===== src/rtl/alu_pkg.sv =====
// Shared constants, types and forwarding helper for the ALU issue stage.
//   Opcodes, funct3/funct7 constants, ALU operation codes, the operand-1
//   source select and the packed ID/EX slot payload.
package alu_pkg;

  localparam int unsigned XLEN     = 32;
  localparam int unsigned REG_W    = 5;
  localparam int unsigned ALU_OP_W = 4;

  localparam logic [6:0] OP_R     = 7'b0110011;
  localparam logic [6:0] OP_I     = 7'b0010011;
  localparam logic [6:0] OP_LOAD  = 7'b0000011;
  localparam logic [6:0] OP_STORE = 7'b0100011;
  localparam logic [6:0] OP_LUI   = 7'b0110111;
  localparam logic [6:0] OP_AUIPC = 7'b0010111;

  localparam logic [6:0] F7_BASE = 7'b0000000;
  localparam logic [6:0] F7_SUB  = 7'b0100000;

  localparam logic [2:0] F3_ADD = 3'b000;
  localparam logic [2:0] F3_OR  = 3'b110;
  localparam logic [2:0] F3_AND = 3'b111;

  localparam logic [ALU_OP_W-1:0] ALU_AND = 4'b0000;
  localparam logic [ALU_OP_W-1:0] ALU_OR  = 4'b0001;
  localparam logic [ALU_OP_W-1:0] ALU_ADD = 4'b0010;
  localparam logic [ALU_OP_W-1:0] ALU_SUB = 4'b0110;

  typedef enum logic [1:0] {
    SRC1_RS1  = 2'd0,
    SRC1_ZERO = 2'd1,
    SRC1_PC   = 2'd2
  } src1_e;

  // Contents of the ID/EX pipeline register.
  typedef struct packed {
    logic                valid;
    logic                reg_write;
    logic                is_load;
    logic                is_store;
    logic                illegal;
    logic [REG_W-1:0]    rd;
    logic [ALU_OP_W-1:0] op;
    logic [XLEN-1:0]     data1;
    logic [XLEN-1:0]     data2;
    logic [XLEN-1:0]     store_data;
  } ex_slot_t;

  // Operand forwarding: held slot > MEM > WB > register file; x0 is always 0.
  function automatic logic [XLEN-1:0] fwd_select(
    input logic [REG_W-1:0] rs,
    input logic [XLEN-1:0]  rf_data,
    input logic             held_en,
    input logic [REG_W-1:0] held_rd,
    input logic [XLEN-1:0]  held_data,
    input logic             mem_en,
    input logic [REG_W-1:0] mem_rd,
    input logic [XLEN-1:0]  mem_data,
    input logic             wb_en,
    input logic [REG_W-1:0] wb_rd,
    input logic [XLEN-1:0]  wb_data
  );
    logic [XLEN-1:0] r;
    if (rs == REG_W'(0))                  r = '0;
    else if (held_en && (held_rd == rs))  r = held_data;
    else if (mem_en && (mem_rd == rs))    r = mem_data;
    else if (wb_en && (wb_rd == rs))      r = wb_data;
    else                                  r = rf_data;
    return r;
  endfunction

endpackage


===== src/rtl/alu_op_decoder.sv =====
// Combinational instruction decoder for the ALU issue stage.
//   in : opcode, funct3, funct7
//   out: op_c (ALU code), src1_c (operand-1 source), src2_imm_c (operand-2 is IMM),
//        uses_rs1_c, uses_rs2_c, is_load_c, is_store_c, illegal_c
module alu_op_decoder
  import alu_pkg::*;
(
  input  logic [6:0]          opcode,
  input  logic [2:0]          funct3,
  input  logic [6:0]          funct7,
  output logic [ALU_OP_W-1:0] op_c,
  output src1_e               src1_c,
  output logic                src2_imm_c,
  output logic                uses_rs1_c,
  output logic                uses_rs2_c,
  output logic                is_load_c,
  output logic                is_store_c,
  output logic                illegal_c
);

  always_comb begin
    op_c       = ALU_ADD;
    src1_c     = SRC1_RS1;
    src2_imm_c = 1'b0;
    uses_rs1_c = 1'b0;
    uses_rs2_c = 1'b0;
    is_load_c  = 1'b0;
    is_store_c = 1'b0;
    illegal_c  = 1'b0;

    case (opcode)
      OP_R: begin
        uses_rs1_c = 1'b1;
        uses_rs2_c = 1'b1;
        if ((funct3 == F3_ADD) && (funct7 == F7_BASE))      op_c = ALU_ADD;
        else if ((funct3 == F3_ADD) && (funct7 == F7_SUB))  op_c = ALU_SUB;
        else if ((funct3 == F3_AND) && (funct7 == F7_BASE)) op_c = ALU_AND;
        else if ((funct3 == F3_OR) && (funct7 == F7_BASE))  op_c = ALU_OR;
        else                                                illegal_c = 1'b1;
      end
      OP_I: begin
        uses_rs1_c = 1'b1;
        src2_imm_c = 1'b1;
        case (funct3)
          F3_ADD:  op_c = ALU_ADD;
          F3_AND:  op_c = ALU_AND;
          F3_OR:   op_c = ALU_OR;
          default: illegal_c = 1'b1;
        endcase
      end
      OP_LOAD: begin
        uses_rs1_c = 1'b1;
        src2_imm_c = 1'b1;
        is_load_c  = 1'b1;
      end
      OP_STORE: begin
        uses_rs1_c = 1'b1;
        uses_rs2_c = 1'b1;
        src2_imm_c = 1'b1;
        is_store_c = 1'b1;
      end
      OP_LUI: begin
        src1_c     = SRC1_ZERO;
        src2_imm_c = 1'b1;
      end
      OP_AUIPC: begin
        src1_c     = SRC1_PC;
        src2_imm_c = 1'b1;
      end
      default: illegal_c = 1'b1;
    endcase

    // An illegal instruction is dropped, so it reads nothing and cannot stall.
    if (illegal_c) begin
      uses_rs1_c = 1'b0;
      uses_rs2_c = 1'b0;
      is_load_c  = 1'b0;
      is_store_c = 1'b0;
    end
  end

endmodule


===== src/rtl/alu_issue_stage.sv =====
// ID/EX pipeline register and issue logic in front of the 32-bit integer ALU.
//   ID side : id_valid/id_ready handshake, decoded fields, register-file data, immediate
//   Fwd     : alu_result (held slot), fwd_mem_*, fwd_wb_* writeback sources
//   EX side : ex_valid/ex_ready, data1/data2/alu_operation, ex_rd, ex_reg_write,
//             ex_is_load, ex_is_store, ex_store_data, illegal (one-cycle pulse)
//   flush   : synchronous kill of the held slot; reset is async active-high.
module alu_issue_stage
  import alu_pkg::*;
(
  input  logic                clk,
  input  logic                reset,
  input  logic                id_valid,
  output logic                id_ready,
  input  logic [XLEN-1:0]     id_pc,
  input  logic [6:0]          id_opcode,
  input  logic [2:0]          id_funct3,
  input  logic [6:0]          id_funct7,
  input  logic [REG_W-1:0]    id_rs1,
  input  logic [REG_W-1:0]    id_rs2,
  input  logic [REG_W-1:0]    id_rd,
  input  logic [XLEN-1:0]     id_rs1_data,
  input  logic [XLEN-1:0]     id_rs2_data,
  input  logic [XLEN-1:0]     id_imm,
  input  logic [XLEN-1:0]     alu_result,
  input  logic                fwd_mem_valid,
  input  logic [REG_W-1:0]    fwd_mem_rd,
  input  logic [XLEN-1:0]     fwd_mem_data,
  input  logic                fwd_wb_valid,
  input  logic [REG_W-1:0]    fwd_wb_rd,
  input  logic [XLEN-1:0]     fwd_wb_data,
  input  logic                ex_ready,
  input  logic                flush,
  output logic                ex_valid,
  output logic [XLEN-1:0]     data1,
  output logic [XLEN-1:0]     data2,
  output logic [ALU_OP_W-1:0] alu_operation,
  output logic [REG_W-1:0]    ex_rd,
  output logic                ex_reg_write,
  output logic                ex_is_load,
  output logic                ex_is_store,
  output logic [XLEN-1:0]     ex_store_data,
  output logic                illegal
);

  ex_slot_t slot, slot_d;

  logic [ALU_OP_W-1:0] dec_op;
  src1_e               dec_src1;
  logic                dec_src2_imm;
  logic                dec_uses_rs1;
  logic                dec_uses_rs2;
  logic                dec_is_load;
  logic                dec_is_store;
  logic                dec_illegal;

  alu_op_decoder u_dec (
    .opcode     (id_opcode),
    .funct3     (id_funct3),
    .funct7     (id_funct7),
    .op_c       (dec_op),
    .src1_c     (dec_src1),
    .src2_imm_c (dec_src2_imm),
    .uses_rs1_c (dec_uses_rs1),
    .uses_rs2_c (dec_uses_rs2),
    .is_load_c  (dec_is_load),
    .is_store_c (dec_is_store),
    .illegal_c  (dec_illegal)
  );

  // Held slot can forward only once its value is known (not a pending load).
  logic held_fwd_en;
  logic load_pending;
  logic hazard;
  logic capture;
  logic [XLEN-1:0] rs1_fwd, rs2_fwd, op1_val, op2_val;

  assign held_fwd_en  = slot.valid && slot.reg_write && !slot.is_load;
  assign load_pending = slot.valid && slot.reg_write && slot.is_load;

  assign rs1_fwd = fwd_select(id_rs1, id_rs1_data, held_fwd_en, slot.rd, alu_result,
                              fwd_mem_valid, fwd_mem_rd, fwd_mem_data,
                              fwd_wb_valid, fwd_wb_rd, fwd_wb_data);
  assign rs2_fwd = fwd_select(id_rs2, id_rs2_data, held_fwd_en, slot.rd, alu_result,
                              fwd_mem_valid, fwd_mem_rd, fwd_mem_data,
                              fwd_wb_valid, fwd_wb_rd, fwd_wb_data);

  // reg_write implies rd != 0, so an x0 source never raises a hazard.
  assign hazard = load_pending &&
                  ((dec_uses_rs1 && (slot.rd == id_rs1)) ||
                   (dec_uses_rs2 && (slot.rd == id_rs2)));

  assign id_ready = !flush && !hazard && (!slot.valid || ex_ready);
  assign capture  = id_valid && id_ready;

  // Operand muxes.
  always_comb begin
    case (dec_src1)
      SRC1_ZERO: op1_val = '0;
      SRC1_PC:   op1_val = id_pc;
      default:   op1_val = rs1_fwd;
    endcase
    op2_val = dec_src2_imm ? id_imm : rs2_fwd;
  end

  // Next slot: flush > capture > bubble (ex_ready) > hold. A bubble clears only
  // the control flags; operand fields keep their last values.
  always_comb begin
    slot_d         = slot;
    slot_d.illegal = 1'b0;
    if (flush || (!capture && ex_ready)) begin
      slot_d.valid     = 1'b0;
      slot_d.reg_write = 1'b0;
      slot_d.is_load   = 1'b0;
      slot_d.is_store  = 1'b0;
    end else if (capture) begin
      if (dec_illegal) begin
        slot_d.valid     = 1'b0;
        slot_d.reg_write = 1'b0;
        slot_d.is_load   = 1'b0;
        slot_d.is_store  = 1'b0;
        slot_d.illegal   = 1'b1;
      end else begin
        slot_d.valid      = 1'b1;
        slot_d.reg_write  = !dec_is_store && (id_rd != REG_W'(0));
        slot_d.is_load    = dec_is_load;
        slot_d.is_store   = dec_is_store;
        slot_d.rd         = id_rd;
        slot_d.op         = dec_op;
        slot_d.data1      = op1_val;
        slot_d.data2      = op2_val;
        slot_d.store_data = rs2_fwd;
      end
    end
  end

  // ID/EX pipeline register.
  always_ff @(posedge clk or posedge reset) begin
    if (reset) slot <= '0;
    else       slot <= slot_d;
  end

  assign ex_valid      = slot.valid;
  assign data1         = slot.data1;
  assign data2         = slot.data2;
  assign alu_operation = slot.op;
  assign ex_rd         = slot.rd;
  assign ex_reg_write  = slot.reg_write;
  assign ex_is_load    = slot.is_load;
  assign ex_is_store   = slot.is_store;
  assign ex_store_data = slot.store_data;
  assign illegal       = slot.illegal;

endmodule


===== config.mk =====
export PLATFORM = sky130hd
export DESIGN_NAME = alu_issue_stage
export DESIGN_NICKNAME = d
export VERILOG_FILES = /design/src/rtl/alu_pkg.sv /design/src/rtl/alu_op_decoder.sv /design/src/rtl/alu_issue_stage.sv
export SDC_FILE = /design/constraint.sdc
export NUM_CORES = 1
export LEC_CHECK = 0
export CAP_MARGIN = 20
export CORE_AREA = 2 2 147 149
export CTS_CLUSTER_SIZE = 10
export DETAILED_ROUTE_END_ITERATION = 10
export DIE_AREA = 0 0 149 151
export DONT_BUFFER_PORTS = 1
export PLACE_DENSITY = 0.6
export SLEW_MARGIN = 20
export SYNTH_ARGS = -nofsm -noshare
export SYNTH_HDL_FRONTEND = slang
export SYNTH_SLANG_ARGS = --single-unit

===== constraint.sdc =====
create_clock -name clk -period 8.5 [get_ports clk]
set_input_delay 0.85 -clock clk [delete_from_list [all_inputs] [get_ports clk]]
set_output_delay 0.85 -clock clk [all_outputs]
set_load 0.005 [all_outputs]

==> impl_metrics.ini <==
[synthesis]
ys_types = 54
synth_top_family_by_area = compound AO/OA/AOI/OAI gates
yosysWarnings = 0
synth-xor-area-share_pct = 3.56
ys_ff_latch = 109
synth_area_um2 = 7580
synth_compound_area_share_pct = 31.1
synthesis.nets = 1269
yosys-top-cells-count = nand2_1 (178), o21ai_0 (118), dfrtp_1 (109)
synth_cells = 995
synth_adder_area_share_pct = 0.165
synthSimpleGateAreaFrac_pct = 20.7
yosysSeqAreaShare_pct = 36.0
syn_area_per_cell_um2 = 7.62
ys.flop_type = dfrtp_1
synth_top_area_share_pct = 36.0
synth_edf_count = 0
yosysTopAreaCell = dfrtp_1
synth.area.top_cells = dfrtp_1 (36%), nand2_1 (8.8%), o21ai_0 (7.8%), a31oi_1 (4.5%), o211ai_1 (4.1%)
muxShareOfSynthArea_pct = 1.47
synthArstFlopShare_pct = 100
synth_most_common_cell = nand2_1

[floorplanning]
num_rows = 53
die_w_um = 149
dieArea_um2 = 22500
initial_core_util_pct = 36.4
ios = 384
die_h_um = 151
coreArea_um2 = 20800

[grt]
grtUsageMet3_pct = 8.25
grt_pass1_wl_mm = 46.1
grtUsageMet2_pct = 43.6
grt_pass1_vias = 7610
grt_usage_pct = 27.0
grt_busiest_layer = met2
use_met1_pct = 33.1
grt_max_degree = 106
gr-total-overflow = 0
antenna_found_initial = 3

[setup_path]
required_ps = 8740
crit_arrival_ps = 3440
crit_fanout = 32
start_kind = input pin
end_kind = register
worstSetupPathType = input pin to register

[clocking]
ctsHoldBuffers = 0
htree_levels = 3
cts-root-buf = clkbuf_16
cts.sinks = 109
cts.clk_slew.worst_paths_ps = 80
clk_latency_ps = 350
cts_tree = done
cts_setup_buffers = 0
numCtsBuffers = 9
cts_resized = 0
ctsLongestPathBuffers = 2

[final_layout]
fillers = 2215
multiInputGateArea_um2 = 4400
area_delta_synth_final_pct = 5.69
nNetsFinal = 1207
drive_gt1_share_pct = 5.12
seq_area_um2 = 2730

[timing]
setup_tns_ps = 0
slew_violations = 0
tightestPinTransition_ps = 1120
rsz0062_at_grt = no
finalSetupViolations = 0
hold_viol_final = 0
period_share_pct = 37.6
fin_crit_ps = 3200
fmax_mhz = 313
final.setup_skew_ps = 7.59
hold-worst-slack_ps = 486
slew_headroom_pct = 25.0

[drt]
drt-wirelength-per-cell_um = 26.3
drtIter0Drc = 569
viasPerCell = 6.32
firstDrtPassIters = 6
vias = 7665
drcViolationCount = 0
ant_nets = 0
routed_wl_mm = 31.9

[power_and_ir_drop]
vdd_drop_max_mv = 0.111
p_total_w = 0.00137
p_per_area_nw_per_um2 = 171
power.leakage_nw = 3.23

[place]
dp_hpwl_mm = 22.5
gp_congestion = 0.905
numPortBuffers = 0

[min_path]
hold_path.class = input pin to asynchronous set/reset pin

[outcome]
outcome = completed

[job]
cap_violations = 0
per-layer routing:
layer  wire length [µm]  vias to the layer above
met5                 31                        -
met4               1210                        4
met3               3430                       84
met2              14700                      498
met1              12500                     3653
li1                   -                     3426
registers in the layout, summed over array words and instances, names as in the netlist:
| signal | cells |
|---|---|
| alu_operation | 3 |
| data1 | 32 |
| data2 | 32 |
| ex_is_load | 1 |
| ex_is_store | 1 |
| ex_rd | 5 |
| ex_reg_write | 1 |
| ex_store_data | 32 |
| ex_valid | 1 |
| illegal | 1 |
layout make-up:
| cell class | instances | share of cell area [%] |
|---|---|---|
| inverters | 44 | 2.09 |
| repair buffers | 10 | 0.937 |
| flip-flops and latches | 109 | 34.0 |
| diodes | 1 | 0.0312 |
| multi-input cells | 759 | 54.9 |
| well taps | 275 | 4.29 |
| clock buffers | 9 | 2.81 |
| clock inverters | 6 | 0.890 |
cells in the final DEF (no fill, tap or decap), types with 20 or more instances in the layout:
master,synthesis,routed
o21ai_0,118,118
nor2_1,57,56
nand2b_1,23,23
o211ai_1,41,41
a22o_1,20,20
xnor2_1,20,20
a31oi_1,55,55
a21oi_1,39,39
dfrtp_1,109,109
nand2_1,178,178
inv_1,44,43
nand3_1,30,27
where the power goes:
| part | leakage [nW] | total (W) | internal [W] | switching [W] |
|---|---|---|---|---|
| clock network | 0.144 | 0.000446 | 0.000232 | 0.000215 |
| registers | 1.43 | 0.000704 | 0.000607 | 0.0000965 |
| logic | 1.66 | 0.000223 | 0.0000949 | 0.000128 |
| total | 3.23 | 0.00137 | 0.000934 | 0.000439 |
stage by stage:
step,instances,area [µm²],setup WS (ps),util [%]
2_1_floorplan,995,7580,4780,-
3_3_place_gp,1197,7720,4990,37.1
3_5_place_dp,1197,7720,4950,37.1
4_1_cts,1212,8010,5340,38.5
5_1_grt,1213,8020,5140,38.5
6_report,1213,8020,5300,38.5
kinds of logic (layout without fill, tap and decap cells):
group,count (synthesis),after routing
xor gates and xnor gates,30,30
AOI/OAI and AO/OA,366,366
other,1,2
and+or+nand+nor,351,351
buffers and inverters,127,69
adders and majority gates,1,1
DFF,109,109
muxes,10,10
worst max-delay path, stage by stage:
cell	delay [ps]
xnor2_1	210
and4_1	540
nand3_2	750
a221oi_1	640
o31ai_1	130
mux2_1	300
path summary, 6_finish.rpt:
check	start	end	slack (ps)	cells after the start
worst max-delay path	fwd_wb_rd[0]	data2[1]	5300	6
worst min-delay path	reset	ex_store_data[5]	490	1
worst max register to register	ex_rd[3]	alu_operation[2]	5500	7
worst min register to register	alu_operation[1]	alu_operation[1]	510	2
max in group asynchronous	reset	ex_store_data[9]	6760	2
min in group clk	alu_operation[1]	alu_operation[1]	510	2
No activity file was read; power rests on OpenSTA's default activity.
